**src/rtl/sd_score_pkg.sv**
```systemverilog
// Shared types and constants for the SD high-score writer.
// The record layout lives here so the writer and any reader agree on it.
package sd_score_pkg;

    typedef enum logic [2:0] {
        S_IDLE,
        S_CAPTURE,
        S_WAIT_PORT,
        S_START,
        S_WAIT_BUSY,
        S_STREAM,
        S_DONE,
        S_ERR
    } state_e;

    localparam logic [15:0] MAGIC     = 16'h4642;
    localparam int          SEC_WORDS = 256;
    localparam logic [8:0]  END_IDX   = 9'(SEC_WORDS);
    localparam logic [3:0]  CAP_LAST  = 4'd15;

    localparam logic [8:0] W_MAGIC    = 9'd0;
    localparam logic [8:0] W_SCORE_HI = 9'd1;
    localparam logic [8:0] W_SCORE_LO = 9'd2;
    localparam logic [8:0] W_CNT      = 9'd3;
    localparam logic [8:0] W_CHK      = 9'd4;

    // Word idx of the record sector; everything past the checksum is zero.
    function automatic logic [15:0] record_word(input logic [8:0]  idx,
                                                input logic [23:0] score,
                                                input logic [15:0] cnt);
        logic [15:0] w_hi;
        logic [15:0] w_lo;
        w_hi = {8'h00, score[23:16]};
        w_lo = score[15:0];
        case (idx)
            W_MAGIC:    return MAGIC;
            W_SCORE_HI: return w_hi;
            W_SCORE_LO: return w_lo;
            W_CNT:      return cnt;
            W_CHK:      return MAGIC ^ w_hi ^ w_lo ^ cnt;
            default:    return 16'h0000;
        endcase
    endfunction

endpackage

```
**src/rtl/sd_score_sync.sv**
```systemverilog
// Brings game_state/score_bcd from the HDMI domain into clk_50m and
// flags the cycle on which the synchronized state enters OVER.
module sd_score_sync (
    input  logic        clk_50m,
    input  logic        rst_n,
    input  logic [1:0]  i_game_state,
    input  logic [23:0] i_score_bcd,
    output logic [23:0] o_score,
    output logic        o_over_req
);

    logic [1:0]  r_gs_meta;
    logic [1:0]  r_gs_sync;
    logic [1:0]  r_gs_prev;
    logic [23:0] r_sc_meta;
    logic [23:0] r_sc_sync;

    always_ff @(posedge clk_50m or negedge rst_n) begin
        if (!rst_n) begin
            r_gs_meta <= '0;
            r_gs_sync <= '0;
            r_gs_prev <= '0;
            r_sc_meta <= '0;
            r_sc_sync <= '0;
        end else begin
            r_gs_meta <= i_game_state;
            r_gs_sync <= r_gs_meta;
            r_gs_prev <= r_gs_sync;
            r_sc_meta <= i_score_bcd;
            r_sc_sync <= r_sc_meta;
        end
    end

    // Score bits may land on different cycles; the writer waits for it to settle.
    assign o_score    = r_sc_sync;
    assign o_over_req = (r_gs_sync == 2'd2) && (r_gs_prev != 2'd2);

endmodule

```
**src/rtl/sd_score_writer.sv**
```systemverilog
// Saves a new Flappy Bird high score as a one-sector record through the
// write port of sd_ctrl_top, with start/busy timeouts and length checking.
module sd_score_writer
    import sd_score_pkg::*;
#(
    parameter logic [31:0] SCORE_SEC_ADDR = 32'd32768,
    parameter int          START_TO       = 1000,
    parameter int          BUSY_TO        = 10_000_000
) (
    input  logic        clk_50m,
    input  logic        rst_n,
    input  logic [1:0]  game_state,
    input  logic [23:0] score_bcd,
    input  logic        sd_init_done,
    input  logic        pic_load_done,
    input  logic        wr_busy,
    input  logic        wr_req,
    output logic        wr_start_en,
    output logic [31:0] wr_sec_addr,
    output logic [15:0] wr_data,
    output logic [23:0] hi_score_bcd,
    output logic        save_busy,
    output logic        save_done,
    output logic        save_err
);

    state_e      r_state;
    state_e      w_next;
    logic [23:0] w_score;
    logic        w_over_req;
    logic        w_cap_ready;
    logic        w_new_rec;

    logic [23:0] r_cap_prev;
    logic [3:0]  r_cap_cnt;
    logic [23:0] r_hi;
    logic [15:0] r_wcnt;
    logic [8:0]  r_idx;
    logic        r_ovr;
    logic [15:0] r_wr_data;
    logic [23:0] r_to_cnt;
    logic        r_err;

    sd_score_sync u_sync (
        .clk_50m      (clk_50m),
        .rst_n        (rst_n),
        .i_game_state (game_state),
        .i_score_bcd  (score_bcd),
        .o_score      (w_score),
        .o_over_req   (w_over_req)
    );

    // Two identical samples in a row, or give up and take the 16th.
    assign w_cap_ready = (w_score == r_cap_prev) || (r_cap_cnt == CAP_LAST);
    assign w_new_rec   = w_score > r_hi;

    always_ff @(posedge clk_50m or negedge rst_n) begin
        if (!rst_n) r_state <= S_IDLE;
        else        r_state <= w_next;
    end

    always_comb begin
        w_next      = r_state;
        wr_start_en = 1'b0;
        save_done   = 1'b0;
        save_busy   = (r_state != S_IDLE);
        case (r_state)
            S_IDLE:      if (w_over_req) w_next = S_CAPTURE;
            S_CAPTURE:   if (w_cap_ready) w_next = w_new_rec ? S_WAIT_PORT : S_IDLE;
            S_WAIT_PORT: if (sd_init_done && pic_load_done && !wr_busy) w_next = S_START;
            S_START: begin
                wr_start_en = 1'b1;
                w_next      = S_WAIT_BUSY;
            end
            S_WAIT_BUSY: begin
                if (wr_busy)                            w_next = S_STREAM;
                else if (r_to_cnt == 24'(START_TO - 1)) w_next = S_ERR;
            end
            S_STREAM: begin
                if (!wr_busy)
                    w_next = (r_idx == END_IDX && !r_ovr) ? S_DONE : S_ERR;
                else if (r_to_cnt == 24'(BUSY_TO - 1))
                    w_next = S_ERR;
            end
            S_DONE: begin
                save_done = 1'b1;
                w_next    = S_IDLE;
            end
            S_ERR:   w_next = S_IDLE;
            default: w_next = S_IDLE;
        endcase
    end

    always_ff @(posedge clk_50m or negedge rst_n) begin
        if (!rst_n) begin
            r_cap_prev <= '0;
            r_cap_cnt  <= '0;
            r_hi       <= '0;
            r_wcnt     <= '0;
            r_to_cnt   <= '0;
            r_err      <= 1'b0;
        end else begin
            r_cap_prev <= w_score;
            r_cap_cnt  <= (r_state == S_CAPTURE) ? r_cap_cnt + 4'd1 : 4'd0;

            if (w_next != r_state)
                r_to_cnt <= '0;
            else if (r_state == S_WAIT_BUSY || r_state == S_STREAM)
                r_to_cnt <= r_to_cnt + 24'd1;

            // hi/write_cnt commit before the write; a failed write does not undo them.
            if (r_state == S_CAPTURE && w_next == S_WAIT_PORT) begin
                r_hi   <= w_score;
                r_wcnt <= r_wcnt + 16'd1;
            end

            if (r_state == S_IDLE && w_over_req)
                r_err <= 1'b0;
            else if (w_next == S_ERR && r_state != S_ERR)
                r_err <= 1'b1;
        end
    end

    // wr_data always holds the word the controller will take on its next wr_req.
    always_ff @(posedge clk_50m or negedge rst_n) begin
        if (!rst_n) begin
            r_idx     <= '0;
            r_ovr     <= 1'b0;
            r_wr_data <= MAGIC;
        end else if (r_state == S_STREAM) begin
            if (wr_req) begin
                if (r_idx == END_IDX) begin
                    r_ovr <= 1'b1;
                end else begin
                    r_idx     <= r_idx + 9'd1;
                    r_wr_data <= record_word(r_idx + 9'd1, r_hi, r_wcnt);
                end
            end
        end else begin
            r_idx     <= '0;
            r_ovr     <= 1'b0;
            r_wr_data <= MAGIC;
        end
    end

    assign wr_sec_addr  = SCORE_SEC_ADDR;
    assign wr_data      = r_wr_data;
    assign hi_score_bcd = r_hi;
    assign save_err     = r_err;

endmodule

```
**config.mk**
```make
export PLATFORM = sky130hd
export DESIGN_NAME = sd_score_writer
export DESIGN_NICKNAME = d
export VERILOG_FILES = /design/src/rtl/sd_score_pkg.sv /design/src/rtl/sd_score_sync.sv /design/src/rtl/sd_score_writer.sv
export SDC_FILE = /design/constraint.sdc
export NUM_CORES = 1
export LEC_CHECK = 0
export ABC_AREA = 1
export CAP_MARGIN = 5
export CORE_MARGIN = 2
export CORE_UTILIZATION = 46
export DETAILED_ROUTE_END_ITERATION = 12
export GPL_ROUTABILITY_DRIVEN = 0
export PLACE_DENSITY_LB_ADDON = 0.12
export SLEW_MARGIN = 40
export SYNTH_ARGS = -nofsm -noshare
export SYNTH_HDL_FRONTEND = slang
export SYNTH_SLANG_ARGS = --single-unit
```
**constraint.sdc**
```tcl
create_clock -name clk_50m -period 2 [get_ports clk_50m]
set_input_delay 0.3 -clock clk_50m [delete_from_list [all_inputs] [get_ports clk_50m]]
set_output_delay 0.3 -clock clk_50m [all_outputs]
set_load 0.1 [all_outputs]
```
==> flow_summary_export.csv, run 1 <==
group,metric,value,unit
power,vdd_ir_drop_max,1260,uV
timing,timing.final.max_slew_violations,0,
job,max-cap-violations,0,
critical_path,crit_slowest_cell,"sky130_fd_sc_hd__dfrtp_4",
grt,grtUsageTotal,22.4,%
drt,detail-route-antenna-nets,0,
critical_path,arrival,2.55,ns
drt,detailedRoute.firstIterationViolations,539,
timing,finalSetupViolCount,80,
final_layout,mostFrequentLayoutCell,"sky130_fd_sc_hd__nand2_1",
floorplan,floorplan.io_pins,108,
yosys,ys_seq_elements,176,
drt,detail_route.wl_per_cell,14.8,um
worst_hold_path,worst_min_path_class,"input port to flip-flop",
final_layout,antenna-diode-count,0,
critical_path,crit_end_element,"flip-flop",
grt,grt_max_degree,50,
critical_path,worst_ep_required_time,2.32,ns
critical_path,worst_path_largest_cell_delay,0.48,ns
clock_network,htree_depth,4,
power,p_leak,6.22,nW
final_layout,postLayoutCellArea,0.0128,mm^2
grt,first_pass_grt_wire_length,38.6,mm
clock_network,cts_buffers,17,
placed_design,dp_cells,1534,
grt,total_congestion_overflow,0,
placed_design,io_buffer_count,75,
clock_network,cts_sinks,176,
critical_path,crit_path_max_fanout,6,
outcome,violations,"negative setup slack",
final_layout,final_layout_size_suffix_gt1_share,29.1,%
yosys,synth_warnings,0,
floorplan,floorplan.initialDensity,46.4,%
worst_hold_path,min_delay_path_depth,1,
yosys,synth_edf_count,0,
clock_network,root_buffer,"sky130_fd_sc_hd__clkbuf_16",
timing,final.period_utilization,112,%
final_layout,fin_cells,1603,
timing,setup_slack,-0.232,ns
critical_path,timing_worst_setup_path_type,"flip-flop to flip-flop",
critical_path,crit_path_cell_trace,"inv_2, ha_4, nand2_2, nor2_4, nand4_1, nor2_2, buf_4, a21oi_4, nand3_4, nand3_4, nand2_8, clkbuf_16, nand4_1, nand2_1",
final_layout,net_count_final,1384,
floorplan,chipHeight,146,um
clock_network,cts_buffer_depth,2,
drt,via_count,8045,
yosys,netlist_area,0.00930,mm^2
drt,drc,0,
timing,hold_viol_final,0,
floorplan,die_width,146,um
timing,maxClockFrequency,448,MHz
yosys,syn-mean-instance-area,8.35,um^2
grt,grt_antenna_before_repair,0,
floorplan,fp.coreArea,0.0200,mm^2
floorplan,rows,52,
final_layout,commonest_cells_after_routing_fill_and_taps_aside,"250 x sky130_fd_sc_hd__nand2_1, 147 x sky130_fd_sc_hd__buf_4, 142 x sky130_fd_sc_hd__dfrtp_1, 121 x sky130_fd_sc_hd__inv_1, 76 x sky130_fd_sc_hd__nand4_1",
final_layout,layout_stage_area_growth_over_the_synthesis_result,37.2,%
clock_network,cts.clk_slew.worst_paths,0.08,ns
critical_path,startpoint_type,"flip-flop",
power,power-per-cell-area,903,mW/mm^2
yosys,postSynth.topFlopCell,"sky130_fd_sc_hd__dfrtp_1",
floorplan,fp.dieArea,0.0214,mm^2
clock_network,tritoncts,"done",
drt,first_pass_iters,5,
timing,timing.final.crit_period,2.23,ns
outcome,outcome,"complete, but fails checks",
timing,finalClockSkew,0.00895,ns
yosys,postSynth.asyncResetShare,100,%
yosys,synth-seq-area-share,47.4,%
clock_network,clk_latency_worst_skew_pair,0.43,ns
drt,drt-total-wl,23.7,mm
critical_path,r2r.worst_path.cells,14,
drt,route.detailed.vias_per_inst,5.02,
placed_design,post_dp_cell_area,0.0112,mm^2
yosys,yosysUniqueCellTypes,39,
timing,rsz0062_at_grt,"yes",
yosys,cells_after_synthesis,1114,
placed_design,detailedPlacementHpwl,16.1,mm
grt,first_global_vias,7714,
-- registers in the layout, indices dropped and copies added (netlist names) --
signal / cells
hi_score_bcd: 24
wr_data: 16
r_state: 3
r_wcnt: 16
r_to_cnt: 24
r_cap_prev: 24
u_sync.r_gs_prev: 2
u_sync.r_sc_meta: 24
r_idx: 9
u_sync.o_score: 24
save_err: 1
u_sync.r_gs_sync: 2
r_ovr: 1
r_cap_cnt: 4
u_sync.r_gs_meta: 2
-- stage by stage --
step | hold slack [ns] | setup TNS, ns | total power, mW | utilization [%] | worst slack (ns)
after floorplan | 0.00441 | -8.42 | 6.42 | - | -0.187
after global placement | 0.213 | -7.78 | 7.34 | 55.8 | -0.189
after detailed placement | 0.211 | -11.41 | 7.39 | 55.8 | -0.244
after CTS | 0.284 | -5.60 | 11.1 | 61.3 | -0.128
after global routing | 0.289 | -19.28 | 12.1 | 63.7 | -0.357
final | 0.300 | -10.52 | 11.5 | 63.7 | -0.232
-- logic make-up after synthesis --
| logic type | count (synthesis) | synth area share (%) |
|---|---|---|
| AOI/OAI and AO/OA | 62 | 3.67 |
| adders and majority gates | 32 | 4.31 |
| other | 2 | 0.0808 |
| DFF | 176 | 47.4 |
| xor gates and xnor gates | 67 | 6.39 |
| and+or+nand+nor | 555 | 27.2 |
| buffers and inverters | 220 | 10.9 |
-- power by group --
group	leakage [nW]	switching (mW)	internal, mW	total (mW)
clock network	0.277	1.58	1.66	3.24
logic	3.75	2.73	1.60	4.33
registers	2.20	0.173	3.78	3.95
-- worst paths after layout --
path | slack [ns] | startpoint | end
worst max-delay path | -0.23 | hi_score_bcd[14] | r_to_cnt[3]
worst min-delay path | 0.30 | score_bcd[4] | u_sync.r_sc_meta[4]
worst max register to register | -0.23 | hi_score_bcd[14] | r_to_cnt[3]
worst min register to register | 0.34 | u_sync.r_sc_meta[3] | u_sync.o_score[3]
max in group asynchronous | 1.02 | rst_n | hi_score_bcd[0]
min in group asynchronous | 0.33 | rst_n | r_cap_prev[11]
-- cell usage after synthesis (5+ instances only) --
| library cell | count | share of area, % |
|---|---|---|
| sky130_fd_sc_hd__buf_6 | 5 | 0.61 |
| sky130_fd_sc_hd__ha_1 | 32 | 4.3 |
| sky130_fd_sc_hd__o211ai_1 | 5 | 0.40 |
| sky130_fd_sc_hd__nor2_2 | 5 | 0.34 |
| sky130_fd_sc_hd__dfstp_2 | 5 | 1.4 |
| sky130_fd_sc_hd__clkbuf_1 | 12 | 0.48 |
| sky130_fd_sc_hd__inv_2 | 10 | 0.40 |
| sky130_fd_sc_hd__nand4_1 | 76 | 5.1 |
| sky130_fd_sc_hd__buf_2 | 15 | 0.81 |
| sky130_fd_sc_hd__dfrtp_1 | 171 | 46 |
| sky130_fd_sc_hd__nand2_2 | 5 | 0.34 |
| sky130_fd_sc_hd__nand3_1 | 89 | 4.8 |
| sky130_fd_sc_hd__nor2_1 | 82 | 3.3 |
| sky130_fd_sc_hd__nand2_1 | 265 | 11 |
| sky130_fd_sc_hd__xor2_1 | 38 | 3.6 |
| sky130_fd_sc_hd__inv_1 | 139 | 5.6 |
| sky130_fd_sc_hd__buf_4 | 35 | 2.8 |
| sky130_fd_sc_hd__nor2_4 | 5 | 0.61 |
| sky130_fd_sc_hd__a21oi_1 | 15 | 0.81 |
| sky130_fd_sc_hd__o22ai_1 | 5 | 0.34 |
| sky130_fd_sc_hd__xnor2_1 | 28 | 2.6 |
| sky130_fd_sc_hd__o21ai_0 | 31 | 1.7 |
| sky130_fd_sc_hd__nor3_1 | 14 | 0.75 |
-- worst max-delay path: cells and delay by family (launching register included) --
kind	cells	cell delay (ns)
and+or+nand+nor	9	0.89
DFF	1	0.48
buffers and inverters	3	0.39
adders and majority gates	1	0.20
AOI/OAI and AO/OA	1	0.15
-- final cells by class --
| type | count | area, um^2 |
|---|---|---|
| multi-input combinational | 748 | 4480 |
| timing repair buffer | 227 | 2280 |
| tap | 270 | 338 |
| inverter | 150 | 584 |
| fill | 1669 | 7280 |
| clock inverter | 15 | 149 |
| sequential | 176 | 4500 |
| clock buffer | 17 | 425 |
-- metal layers --
layer	part of all wire [%]	GRT usage, %	routed length [um]	up-vias
met5	0	0	0	-
met4	1.3	5.83	308	0
met3	5.2	4.09	1240	19
met2	47	34.9	11000	233
met1	47	32.6	11100	3860
li1	-	-	-	3933
-- what timing repair did --
item	in CTS	in global routing
pin swaps	28	44
hold endpoints to repair	29	0
gates resized for setup	63	80
endpoints found under the setup margin	81	91
cloned	4	5
hold buffers	1	0
buffers inserted	21	8
Note: power is estimated with default switching activity, not from simulation.
==> inputs of run 2 (changes only) <==
CORE_ASPECT_RATIO = 0.9   (was unset)
GPL_TIMING_DRIVEN = 0   (was unset)
==> run 2 against run 1 <==
Compared with the run above: the run still ends with negative setup slack left; via count is 2.2% lower; routed wire length shrank 1.9%; largest power group unchanged; highest routed layer unchanged; combinational power down 8.5%; core utilization decreased by 1.9 points; flip-flop and latch count did not move; critical path depth fell by 1.
==> flow_summary_export.csv, run 2 (synthesis gave the netlist of run 1 again) <==
group,metric,value,unit
drt,drt-total-wl,23.2,mm
placed_design,io_buffer_count,75,
critical_path,crit_path_max_fanout,8,
power,vdd_ir_drop_max,512,uV
drt,detail-route-antenna-nets,0,
grt,grtUsageTotal,22.4,%
placed_design,detailedPlace.worstSlack,-0.499,ns
drt,detailedRoute.firstIterationViolations,509,
timing,finalClockSkew,0.0237,ns
timing,timing.final.crit_period,2.27,ns
final_layout,fillers,1719,
final_layout,multi_input_comb_area,0.00450,mm^2
clock_network,htree_depth,4,
floorplan,rows,49,
timing,final_hold_slack,0.280,ns
grt,grt_antenna_before_repair,0,
power,p_leak,6.05,nW
clock_network,cts_buffers,17,
grt,grt_max_degree,74,
grt,first_global_vias,7544,
timing,finalSetupViolCount,82,
drt,first_pass_iters,5,
critical_path,reg_to_reg_setup_timing_slack,-0.27,ns
final_layout,antenna-diode-count,0,
critical_path,worst_ep_required_time,2.38,ns
power,power-per-cell-area,930,mW/mm^2
clock_network,cts_sinks,176,
floorplan,fp.dieArea,0.0214,mm^2
clock_network,tritoncts,"done",
drt,via_count,7864,
placed_design,detailedPlacementHpwl,16.1,mm
clock_network,cts.clk_slew.worst_paths,0.08,ns
timing,hold_viol_final,0,
critical_path,arrival,2.65,ns
timing,maxClockFrequency,440,MHz
drt,detail_route.wl_per_cell,14.7,um
worst_hold_path,timing.hold.worst_endpoint,"u_sync.r_sc_meta[8]",
critical_path,worst_path_largest_cell_delay,0.46,ns
clock_network,clk_latency_worst_skew_pair,0.45,ns
outcome,outcome,"complete, but fails checks",
critical_path,crit_end_element,"flip-flop",
timing,worst_pin_slew,0.529,ns
floorplan,floorplan.io_pins,108,
timing,rsz0062_at_grt,"yes",
critical_path,crit_path_cell_trace,"buf_6, ha_4, nand3_4, inv_2, nand3_2, xor2_2, nand2_2, nor2_4, buf_12, nand2_8, o211ai_1, nand3_1, nand2_1",
drt,route.detailed.vias_per_inst,4.98,
critical_path,r2r.worst_path.cells,13,
timing,timing.final.max_slew_violations,0,
floorplan,fp.coreArea,0.0199,mm^2
final_layout,finish.utilization,61.8,%
final_layout,mostFrequentLayoutCell,"sky130_fd_sc_hd__nand2_1",
floorplan,die_width,154,um
critical_path,r2r_end,"wr_data[15]",
floorplan,floorplan.initialDensity,46.7,%
final_layout,commonest_cells_after_routing_fill_and_taps_aside,"249 x sky130_fd_sc_hd__nand2_1, 141 x sky130_fd_sc_hd__dfrtp_1, 123 x sky130_fd_sc_hd__inv_1, 91 x sky130_fd_sc_hd__buf_4, 76 x sky130_fd_sc_hd__nand4_1",
worst_hold_path,worst_min_path_class,"input port to flip-flop",
critical_path,timing_worst_setup_path_type,"flip-flop to flip-flop",
final_layout,ff_latch_area,0.00450,mm^2
floorplan,chipHeight,139,um
critical_path,worstReg2RegStart,"r_idx[0]",
job,max-cap-violations,0,
final_layout,net_count_final,1376,
critical_path,startpoint_type,"flip-flop",
final_layout,layout_stage_area_growth_over_the_synthesis_result,32.4,%
power,totalPowerFinal,11.4,mW
timing,timing.slew.headroom,64.9,%
grt,first_pass_grt_wire_length,38.4,mm
critical_path,crit_slowest_cell,"sky130_fd_sc_hd__dfrtp_2",
grt,total_congestion_overflow,0,
timing,final.period_utilization,114,%
timing,setup_slack,-0.273,ns
outcome,violations,"negative setup slack",
drt,drc,0,
worst_hold_path,worst_hold_startpoint,"score_bcd[8]",
worst_hold_path,min_delay_path_depth,1,
final_layout,final_layout_size_suffix_gt1_share,28.0,%
clock_network,cts_buffer_depth,2,
clock_network,root_buffer,"sky130_fd_sc_hd__clkbuf_16",
-- run 2: cell count changes in the layout (fill, tap and decap cells not counted), moves of 5 or more --
cell | previous run | this run
sky130_fd_sc_hd__buf_4 | 147 | 91
sky130_fd_sc_hd__buf_12 | 22 | 2
sky130_fd_sc_hd__clkbuf_4 | 0 | 6
sky130_fd_sc_hd__nor2_4 | 10 | 15
sky130_fd_sc_hd__buf_8 | 2 | 8
sky130_fd_sc_hd__clkbuf_1 | 0 | 5
sky130_fd_sc_hd__buf_2 | 1 | 51
-- run 2: worst max-delay path by stage --
stage / from / endpoint / cells after the start
3_5_place_dp: hi_score_bcd[12] / hi_score_bcd[13] / 12
5_1_grt: hi_score_bcd[15] / hi_score_bcd[22] / 13
2_1_floorplan: hi_score_bcd[13] / r_to_cnt[10] / 15
6_report: r_idx[0] / wr_data[15] / 13
4_1_cts: u_sync.o_score[14] / r_to_cnt[14] / 14
3_3_place_gp: rst_n / hi_score_bcd[13] / 1
-- run 2: timing repair --
action,4_1_cts,5_1_grt
hold buffers,1,0
gates cloned,7,0
pin swaps,40,33
buffers inserted,48,16
hold endpoints to repair,35,0
setup endpoints to repair,91,94
gates resized for setup,109,49
-- run 2: stage by stage --
| stage | TNS, ns | cell area, um^2 | std cells |
|---|---|---|---|
| 2_1_floorplan | -8.42 | 9580 | 1144 |
| 3_3_place_gp | -1221.19 | 10700 | 1474 |
| 3_5_place_dp | -34.63 | 10500 | 1476 |
| 4_1_cts | -12.02 | 12000 | 1564 |
| 5_1_grt | -24.92 | 12300 | 1580 |
| 6_report | -13.29 | 12300 | 1580 |
-- run 2: power by group --
| group | switching (mW) | internal, mW | leakage, nW | total [mW] |
|---|---|---|---|---|
| sequential | 0.164 | 3.77 | 2.20 | 3.94 |
| clock | 1.62 | 1.93 | 0.305 | 3.55 |
| combinational | 2.62 | 1.34 | 3.55 | 3.96 |
-- run 2: layer usage --
| metal | part of all wire (%) | up-vias | GRT usage (%) |
|---|---|---|---|
| met2 | 44 | 197 | 33.8 |
| met1 | 48 | 3727 | 32.7 |
| met3 | 5.4 | 27 | 5.16 |
| met4 | 1.8 | 0 | 6.20 |
| met5 | 0 | - | 0 |
| li1 | - | 3913 | - |
-- run 2: critical path, delay by kind of cell (launching register included) --
kind | cells | cell delay, ns
XOR/XNOR | 1 | 0.20
buffers and inverters | 3 | 0.36
AND/OR/NAND/NOR | 7 | 0.74
adder cells (fa/ha/maj) | 1 | 0.17
flip-flops | 1 | 0.46
AO/OA/AOI/OAI | 1 | 0.28
-- run 2: cell type report --
class / instances / area share, %
tap: 255 / 2.59
inverter: 150 / 4.68
multi-input combinational: 749 / 36.5
clock buffer: 17 / 3.46
buffer: 70 / 4.60
sequential: 176 / 36.6
clock inverter: 15 / 1.74
timing repair buffer: 148 / 9.84
==> inputs of run 3 (changes only) <==
CORE_UTILIZATION = 40   (was 46)
RECOVER_POWER = 100   (was unset)
==> run 3 against run 2 <==
Compared with the run above: clock skew is 0.014 ns lower; via count is 0.66% higher; critical path type unchanged; setup slack got worse by 0.0014 ns; fmax about the same; clock-buffer cell count up 1; clock power fell by 5.6%; the run still ends with negative setup slack left; sequential share of layout area shrank 1.2 points.
==> flow_summary_export.csv, run 3 (synthesis gave the netlist of run 1 again) <==
group,metric,value,unit
clock_network,cts_buffers,17,
final_layout,antenna-diode-count,0,
outcome,outcome,"complete, but fails checks",
critical_path,startpoint_type,"flip-flop",
critical_path,crit_path_max_fanout,8,
clock_network,cts_sinks,176,
floorplan,chipHeight,149,um
placed_design,io_buffer_count,75,
clock_network,cts_buffer_depth,2,
floorplan,floorplan.initialDensity,41.1,%
timing,hold_viol_final,0,
final_layout,commonest_cells_after_routing_fill_and_taps_aside,"240 x sky130_fd_sc_hd__nand2_1, 140 x sky130_fd_sc_hd__dfrtp_1, 123 x sky130_fd_sc_hd__inv_1, 88 x sky130_fd_sc_hd__buf_4, 76 x sky130_fd_sc_hd__nand4_1",
clock_network,clk_latency_worst_skew_pair,0.44,ns
drt,detail-route-antenna-nets,0,
clock_network,root_buffer,"sky130_fd_sc_hd__clkbuf_16",
grt,grtUsageTotal,20.3,%
placed_design,detailedPlace.worstSlack,-0.594,ns
grt,grt_max_degree,73,
drt,drc,0,
drt,detailedRoute.firstIterationViolations,518,
critical_path,worst_path_largest_cell_delay,0.49,ns
grt,grt_antenna_before_repair,0,
drt,first_pass_iters,5,
clock_network,cts.clk_slew.worst_paths,0.08,ns
job,max-cap-violations,0,
critical_path,crit_end_element,"flip-flop",
floorplan,die_width,165,um
timing,final.period_utilization,114,%
drt,route.detailed.vias_per_inst,4.85,
timing,setup_slack,-0.274,ns
critical_path,worst_ep_required_time,2.38,ns
power,power-per-cell-area,905,mW/mm^2
worst_hold_path,worst_min_path_class,"flip-flop to flip-flop",
clock_network,htree_depth,4,
timing,worst_pin_slew,1.25,ns
floorplan,floorplan.io_pins,108,
final_layout,net_count_final,1387,
drt,via_count,7916,
floorplan,rows,52,
final_layout,fillers,2018,
grt,total_congestion_overflow,0,
outcome,violations,"negative setup slack",
critical_path,timing_worst_setup_path_type,"flip-flop to flip-flop",
placed_design,detailedPlacementHpwl,16.6,mm
timing,maxClockFrequency,440,MHz
power,totalPowerFinal,11.5,mW
final_layout,layout_stage_area_growth_over_the_synthesis_result,36.8,%
critical_path,crit_slowest_cell,"sky130_fd_sc_hd__dfrtp_1",
power,vdd_ir_drop_max,772,uV
grt,first_global_vias,7416,
critical_path,crit_path_cell_trace,"buf_6, nand3_4, nor2_4, buf_6, inv_4, o21ai_4, nand2_2, nor2_4, buf_12, nand2_8, o211ai_1, nand3_1, nand2_1",
timing,rsz0062_at_grt,"yes",
critical_path,arrival,2.66,ns
timing,finalClockSkew,0.0100,ns
drt,detail_route.wl_per_cell,15.1,um
timing,timing.final.crit_period,2.27,ns
timing,finalSetupViolCount,81,
final_layout,mostFrequentLayoutCell,"sky130_fd_sc_hd__nand2_1",
power,p_leak,6.12,nW
final_layout,final_layout_size_suffix_gt1_share,31.2,%
placed_design,post_dp_cell_area,0.0105,mm^2
floorplan,fp.dieArea,0.0245,mm^2
final_layout,postLayoutCellArea,0.0127,mm^2
clock_network,tritoncts,"done",
floorplan,fp.coreArea,0.0226,mm^2
timing,timing.final.max_slew_violations,0,
timing,timing.slew.headroom,16.6,%
grt,first_pass_grt_wire_length,38.5,mm
drt,drt-total-wl,24.7,mm
-- run 3: cell count changes in the layout (fill, tap and decap cells not counted), moves of 13 or more --
| cell | change |
|---|---|
| sky130_fd_sc_hd__buf_2 | -40 |
| sky130_fd_sc_hd__clkbuf_2 | +42 |
| sky130_fd_sc_hd__clkdlybuf4s50_1 | -26 |
| sky130_fd_sc_hd__dlygate4sd3_1 | +26 |
| sky130_fd_sc_hd__nand3_1 | -16 |
| sky130_fd_sc_hd__nand3_2 | +13 |
-- run 3: per-stage QoR --
stage	instances	hold slack, ns	TNS [ns]	util [%]
after floorplan	1144	0.00441	-8.42	-
after global placement	1516	0.332	-1254.76	47.3
after detailed placement	1518	0.236	-39.88	46.6
after CTS	1612	0.276	-11.11	53.8
after global routing	1633	0.357	-34.33	56.2
final	1633	0.348	-14.99	56.2
-- run 3: final timing paths --
path / start / to / slack [ns] / cells past startpoint
max in group asynchronous: rst_n / hi_score_bcd[1] / 0.14 / 3
min in group asynchronous: rst_n / u_sync.r_sc_meta[9] / 0.64 / 2
max: r_idx[0] / wr_data[8] / -0.27 / 13
max reg2reg: r_idx[0] / wr_data[8] / -0.27 / 13
min reg2reg: u_sync.r_gs_meta[1] / u_sync.r_gs_sync[1] / 0.35 / 0
min: u_sync.r_gs_meta[1] / u_sync.r_gs_sync[1] / 0.35 / 0
-- run 3: critical path, delay by kind of cell (launching register included) --
kind / cells / cell delay, ns
AOI/OAI and AO/OA: 2 / 0.43
buffers and inverters: 4 / 0.47
DFF: 1 / 0.49
and+or+nand+nor: 7 / 0.82
-- run 3: layout make-up --
cell class                 instances  area, um^2  area share [%]
timing repair buffer             160        1350            10.6
clock buffer                      18         439            3.45
tap                              297         372            2.92
clock inverter                    14         166            1.31
multi-input combinational        748        4720            37.1
inverter                         150         583            4.58
buffer                            70         586            4.60
sequential                       176        4500            35.4
-- run 3: per-layer routing --
metal | wire length, um | vias up | global-route usage, %
met5 | 0 | - | 0
met4 | 469 | 0 | 5.70
met3 | 1210 | 40 | 3.93
met2 | 11100 | 209 | 30.0
met1 | 11900 | 3735 | 30.2
li1 | - | 3932 | -
-- run 3: repair_timing --
item / CTS / global route
gates cloned: 6 / 3
resized for setup: 130 / 104
endpoints found under the setup margin: 91 / 93
endpoints found under the hold margin: 42 / 0
setup buffers: 55 / 25
hold buffers: 1 / 0
pin swaps: 46 / 65
-- run 3: where the power goes --
part	switching (mW)	total, mW	internal, mW
Clock	1.63	3.35	1.71
Combinational	2.74	4.22	1.48
Sequential	0.168	3.94	3.77
Total	4.54	11.5	6.96
==> edit 1, RTL diff (flow settings as in run 2) <==
Register the output `wr_data` once more, cleared by the reset; this adds one clock of latency there. The other outputs are not delayed to match.
--- a/src/rtl/sd_score_writer.sv
+++ b/src/rtl/sd_score_writer.sv
@@ -146,3 +146,9 @@
     assign wr_sec_addr  = SCORE_SEC_ADDR;
-    assign wr_data      = r_wr_data;
+    always_ff @(posedge clk_50m or negedge rst_n) begin
+        if (!rst_n) begin
+            wr_data <= '0;
+        end else begin
+            wr_data <= r_wr_data;
+        end
+    end
     assign hi_score_bcd = r_hi;
Check against the original RTL: not equivalent (Yosys sat finds a counterexample within 4 cycles, from zero or initial values and one cycle with rst_n low).
==> edit 1 against run 2 <==
- area after synthesis rose by 3.3%
- clock power rose by 5%
- the run still ends with negative setup slack left
- sequential cell count rose by 16
- clock skew fell by 0.010 ns
- wire length fell by 0.84%
- power rose by 4.5%
- synthesized cell count rose by 0.63%
- global-route usage fell by 0.49 points
- largest power group is now registers
- setup slack got worse by 0.050 ns
- cell area rose by 2.6%
==> edit 1: results (changes against run 2) <==
Place
  • Post-detail-place hpwl: 15.61 mm (-3.2%)
  • DP Area: 0.01083 sq mm (+3.2%)
  • Placed Cells incl. Taps: 1,488 (+0.81%)

Outcome
  • Status: finished, violations left
  • Violated checks: negative setup slack

Worst setup path
  • Worst Reg-to-Reg Cells: 17 (+4)
  • Crit path max fanout: 10 (+2)
  • Critical path launch point: hi_score_bcd[15]

Cells and area
  • Share of cells above drive strength 1: 0.2737 (-0.006308)
  • Fin cells: 1,579 (-0.063%)
  • Nets: 1,370 (-0.44%)

STA
  • Relative slew slack: 0.5317 (-0.1177)
  • Worst Skew: 0.01366 ns (-0.01000 ns)
  • # setup viols final: 88 (+7.3%)
  • Final WS setup: -0.3230 ns (-0.05041 ns)

Yosys
  • Largest cells by area after synthesis: dfrtp_1, nand2_1, nand3_1
  • Synth unique cells: 36 (-7.7%)
  • Register area share after synthesis: 0.5010 (+0.02655)
  • Synth top area share: 0.4873 (+0.02700)
  • Mean Syn Cell Area: 8.566 sq um (+2.7%)
  • Top cells by count, synth: nand2_1, dfrtp_1, inv_1, nand3_1, nor2_1

GRT
  • Vias in the first global route: 7,244 (-4.0%)
  • Global Route Usage Sum: 0.2192 (-0.004899)
  • Largest net degree at the start of global routing: 69 (-6.8%)
  • First-pass GRT wire length: 37.38 mm (-2.6%)

Power and ir drop
  • Max rail drop VDD: 0.7719 mV (+51%)
  • Leakage power total: 6.098 nW (+0.74%)

Detailed routing
  • Total number of vias: 7,796 (-0.86%)
  • Starting DRT DRC Count: 448 (-12%)

Min path
  • Hold Startpoint: score_bcd[12]
[edit 1: layout make-up]
cell class / count / area [sq um]
fill: 1756 / 8010
sequential: 192 / 4896
multi-input combinational: 742 / 4477
timing repair buffer: 136 / 1170
inverter: 152 / 573.1
buffer: 65 / 545.5
clock buffer: 19 / 452.9
tap: 260 / 325.3
clock inverter: 13 / 195.2
[edit 1: repair_timing]
action / 4_1_cts / 5_1_grt
endpoints found under the hold margin: 65 / 0
endpoints found under the setup margin: 87 / 93
setup buffers: 42 / 13
hold buffers: 1 / 0
gates cloned: 5 / 1
pin swaps: 34 / 67
resized for setup: 83 / 78
[edit 1: path summary, 6_finish.rpt]
check | endpoint | slack [ns]
setup / recovery | r_to_cnt[8] | -0.32
hold / removal | u_sync.r_sc_meta[12] | 0.28
setup reg to reg | r_to_cnt[8] | -0.32
hold reg to reg | u_sync.o_score[2] | 0.35
max in group asynchronous | hi_score_bcd[3] | 0.56
min in group asynchronous | wr_data[8] | 0.39
[edit 1: kinds of logic (layout without fill, tap and decap cells)]
family / after synthesis / count (layout) / share of synthesized area
flip-flops: 192 / 192 / 0.5010
other: 2 / 32 / 0.0007821
XOR/XNOR: 70 / 70 / 0.06463
AO/OA/AOI/OAI: 71 / 71 / 0.04091
buffers and inverters: 217 / 385 / 0.1018
AND/OR/NAND/NOR: 537 / 537 / 0.2493
adder cells (fa/ha/maj): 32 / 32 / 0.04169
[edit 1: layer usage]
layer | routed length [microns] | share of wire | global-route usage
met5 | 0 | 0 | 0
met4 | 591 | 0.026 | 0.07339
met3 | 1144 | 0.050 | 0.04734
met2 | 10750 | 0.47 | 0.3466
met1 | 10570 | 0.46 | 0.3013
[edit 1: power groups by stage]
stage,clock network [mW],logic (mW),registers [mW]
after global routing,3.98,4.27,4.31
after global placement,0,3.07,4.35
after CTS,3.80,3.69,4.27
after floorplan,0,2.00,4.66
after detailed placement,0,3.04,4.35
final,3.71,3.97,4.28
[edit 1: critical path: stages (launching register included)]
cell     delay (ns)
dfrtp_4        0.43
inv_2          0.05
ha_4           0.27
nand2_2        0.05
nor2_2         0.11
nand4_1        0.18
nor2_2         0.18
nand2_1        0.06
nand3_1        0.08
nand3_2        0.13
nand2_2        0.09
nand2_1        0.05
nand2_1        0.06
nor2_2         0.05
buf_6          0.14
buf_12         0.15
nand3_2        0.06
nand2_1        0.06
[edit 1: metrics by stage]
stage,TNS (ns),setup WS [ns]
2_1_floorplan,-8.705,-0.2395
3_3_place_gp,-1471.03,-8.835
3_5_place_dp,-24.50,-0.4461
4_1_cts,-14.11,-0.2741
5_1_grt,-30.60,-0.4627
6_report,-16.80,-0.3230
==> edit 2, RTL diff (flow settings as in run 2) <==
Made on the original files. Change the parameter `START_TO` from 1000 to 500.
--- a/src/rtl/sd_score_writer.sv
+++ b/src/rtl/sd_score_writer.sv
@@ -6,3 +6,3 @@
     parameter logic [31:0] SCORE_SEC_ADDR = 32'd32768,
-    parameter int          START_TO       = 1000,
+    parameter int          START_TO       = 500,
     parameter int          BUSY_TO        = 10_000_000
Function: same outputs for any inputs over 10 cycles, from zero or initial values and one cycle with rst_n low; that may be too few to reach the edited logic, so the function may still have changed.
==> edit 2 against run 2 <==
- the run still ends with negative setup slack left
- sequential cell count is the same
- cell area rose by 2.6%
- non-clock buffer count increased by 10
- critical path depth up 4
- largest cell class is now multi-input gates
- area after synthesis decreased by 0.48%
- sequential power barely moved
- synthesized cell count is 0.18% higher
- wire length is 4.2% higher
- setup slack got worse by 0.11 ns
- critical endpoint is now wr_data[10]
- power rose by 1.2%
- global-route usage is 0.076 points lower
==> edit 2: results (changes against run 2) <==
Place
  • Placed Cells incl. Taps: 1,478 (+0.14%)
  • Place WS: -0.6257 ns (-0.1264 ns)
  • Post-detail-place hpwl: 15.87 mm (-1.6%)
  • IO buf count: 75 (unchanged)

Clocking
  • Clock-pin slew on the worst setup and hold paths: 0.08 ns (about the same)
  • Worst skew pair latency: 0.45 ns (about the same)
  • Root Driver: clkbuf_16
  • CTS buffer count: 17 (unchanged)
  • Max Root-Sink Buffers: 2 (unchanged)

Power and ir drop
  • Sw Share: 0.3947 (+0.01006)
  • Max rail drop VDD: 0.6450 mV (+26%)
  • Leakage power total: 6.055 nW (about the same)

Cells and area
  • Share of cells above drive strength 1: 0.3013 (+0.02127)
  • Inserted Diodes: 0 (unchanged)
  • Nets: 1,392 (+1.2%)

Worst setup path
  • R2R Path Start: r_idx[0]
  • Type of the worst setup path: reg -> reg
  • Worst path arrival time: 2.77 ns (+0.12 ns)
  • CP peak stage delay: 0.41 ns (-0.05 ns)
  • Crit path max fanout: 7 (-1)

GRT
  • Vias in the first global route: 7,265 (-3.7%)
  • Largest net degree at the start of global routing: 65 (-12%)
  • Total grt overflow: 0 (unchanged)
  • First-pass GRT wire length: 38.08 mm (-0.79%)
  • Global Route Usage Sum: 0.2234 (-0.0007588)

Detailed routing
  • Routed WL: 24.22 mm (+4.2%)
  • Starting DRT DRC Count: 654 (+28%)
  • Total number of vias: 7,959 (+1.2%)
  • Vias per inst: 4.987 (+0.19%)
  • ANT nets after route: 0 (unchanged)

Min path
  • Hold Startpoint: score_bcd[18]
  • HP Class: in -> reg

Yosys
  • Register area share after synthesis: 0.4767 (+0.002310)
  • Synth unique cells: 36 (-7.7%)
  • Mean Syn Cell Area: 8.290 sq um (-0.66%)
  • Largest cells by area after synthesis: dfrtp_1, nand2_1, nand3_1
  • Top cells by count, synth: nand2_1, dfrtp_1, inv_1, nand3_1, nor2_1
  • Top FF cell, synth: dfrtp_1

STA
  • # setup viols final: 82 (unchanged)
  • Worst Skew: 0.01294 ns (-0.01072 ns)
  • Relative slew slack: 0.5298 (-0.1196)
  • Final WS setup: -0.3834 ns (-0.1109 ns)

Outcome
  • Violated checks: negative setup slack
  • Status: finished, violations left
## edit 2: per-layer routing
| layer | up-vias | track usage | part of all wire | wire length, microns |
|---|---|---|---|---|
| met5 | - | 0 | 0 | 0 |
| met4 | 0 | 0.07726 | 0.026 | 618 |
| met3 | 43 | 0.04031 | 0.057 | 1370 |
| met2 | 264 | 0.3195 | 0.44 | 10760 |
| met1 | 3748 | 0.3415 | 0.47 | 11470 |
| li1 | 3904 | - | - | - |
## edit 2: per-stage QoR
stage / total power, mW / setup TNS, ns / instance area [sq um]
3_3_place_gp: 6.948 / -1238.10 / 10600
2_1_floorplan: 6.198 / -9.653 / 9525
4_1_cts: 11.23 / -17.36 / 11980
5_1_grt: 12.08 / -33.66 / 12630
3_5_place_dp: 6.916 / -35.33 / 10440
6_report: 11.58 / -22.49 / 12630
## edit 2: area by class of cell
class / count / area [sq um]
fillers: 1657 / 7236
inverters: 159 / 601.8
multi-input cells: 746 / 4642
plain buffers: 65 / 501.7
well taps: 255 / 319.1
flip-flops and latches: 176 / 4497
clock inverters: 15 / 216.5
repair buffers: 163 / 1425
clock buffers: 17 / 425.4
## edit 2: worst max-delay path, delay by kind of cell (launching register included)
kind                      cells  cell delay [ns]
and+or+nand+nor              12             1.29
buffers and inverters         4             0.42
DFF                           1             0.41
xor gates and xnor gates      1             0.21
## edit 2: final timing paths
check / endpoint / slack (ns) / cells after the start
max in group asynchronous: hi_score_bcd[1] / 0.62 / 4
worst min register to register: u_sync.o_score[4] / 0.35 / 0
worst max-delay path: wr_data[10] / -0.38 / 17
worst max register to register: wr_data[10] / -0.38 / 17
worst min-delay path: u_sync.r_sc_meta[18] / 0.28 / 1
min in group asynchronous: u_sync.o_score[13] / 0.38 / 2
## edit 2: what timing repair did
item                       4_1_cts  5_1_grt
hold endpoints to repair        58        0
resized for setup              118      107
setup endpoints to repair       92       92
hold buffers                     1        0
buffers inserted                46       32
pin swaps                       49       59
gates cloned                    11        2
## edit 2: cells by family (layout without fill, tap and decap cells)
family                     after synthesis  after routing  share of synthesized area
and+or+nand+nor                        544            545                     0.2609
buffers and inverters                  225            419                     0.1108
DFF                                    176            176                     0.4767
xor gates and xnor gates                69             69                    0.06695
AOI/OAI and AO/OA                       68             68                    0.04057
adders and majority gates               32             32                    0.04328
other                                    2             32                  0.0008118
## edit 2: power by group through the flow
stage / logic [mW] / clock network [mW] / registers, mW
2_1_floorplan: 1.91 / 0 / 4.28
3_3_place_gp: 2.95 / 0 / 3.99
3_5_place_dp: 2.92 / 0 / 3.99
4_1_cts: 3.69 / 3.61 / 3.92
5_1_grt: 4.39 / 3.74 / 3.95
6_report: 4.12 / 3.54 / 3.93
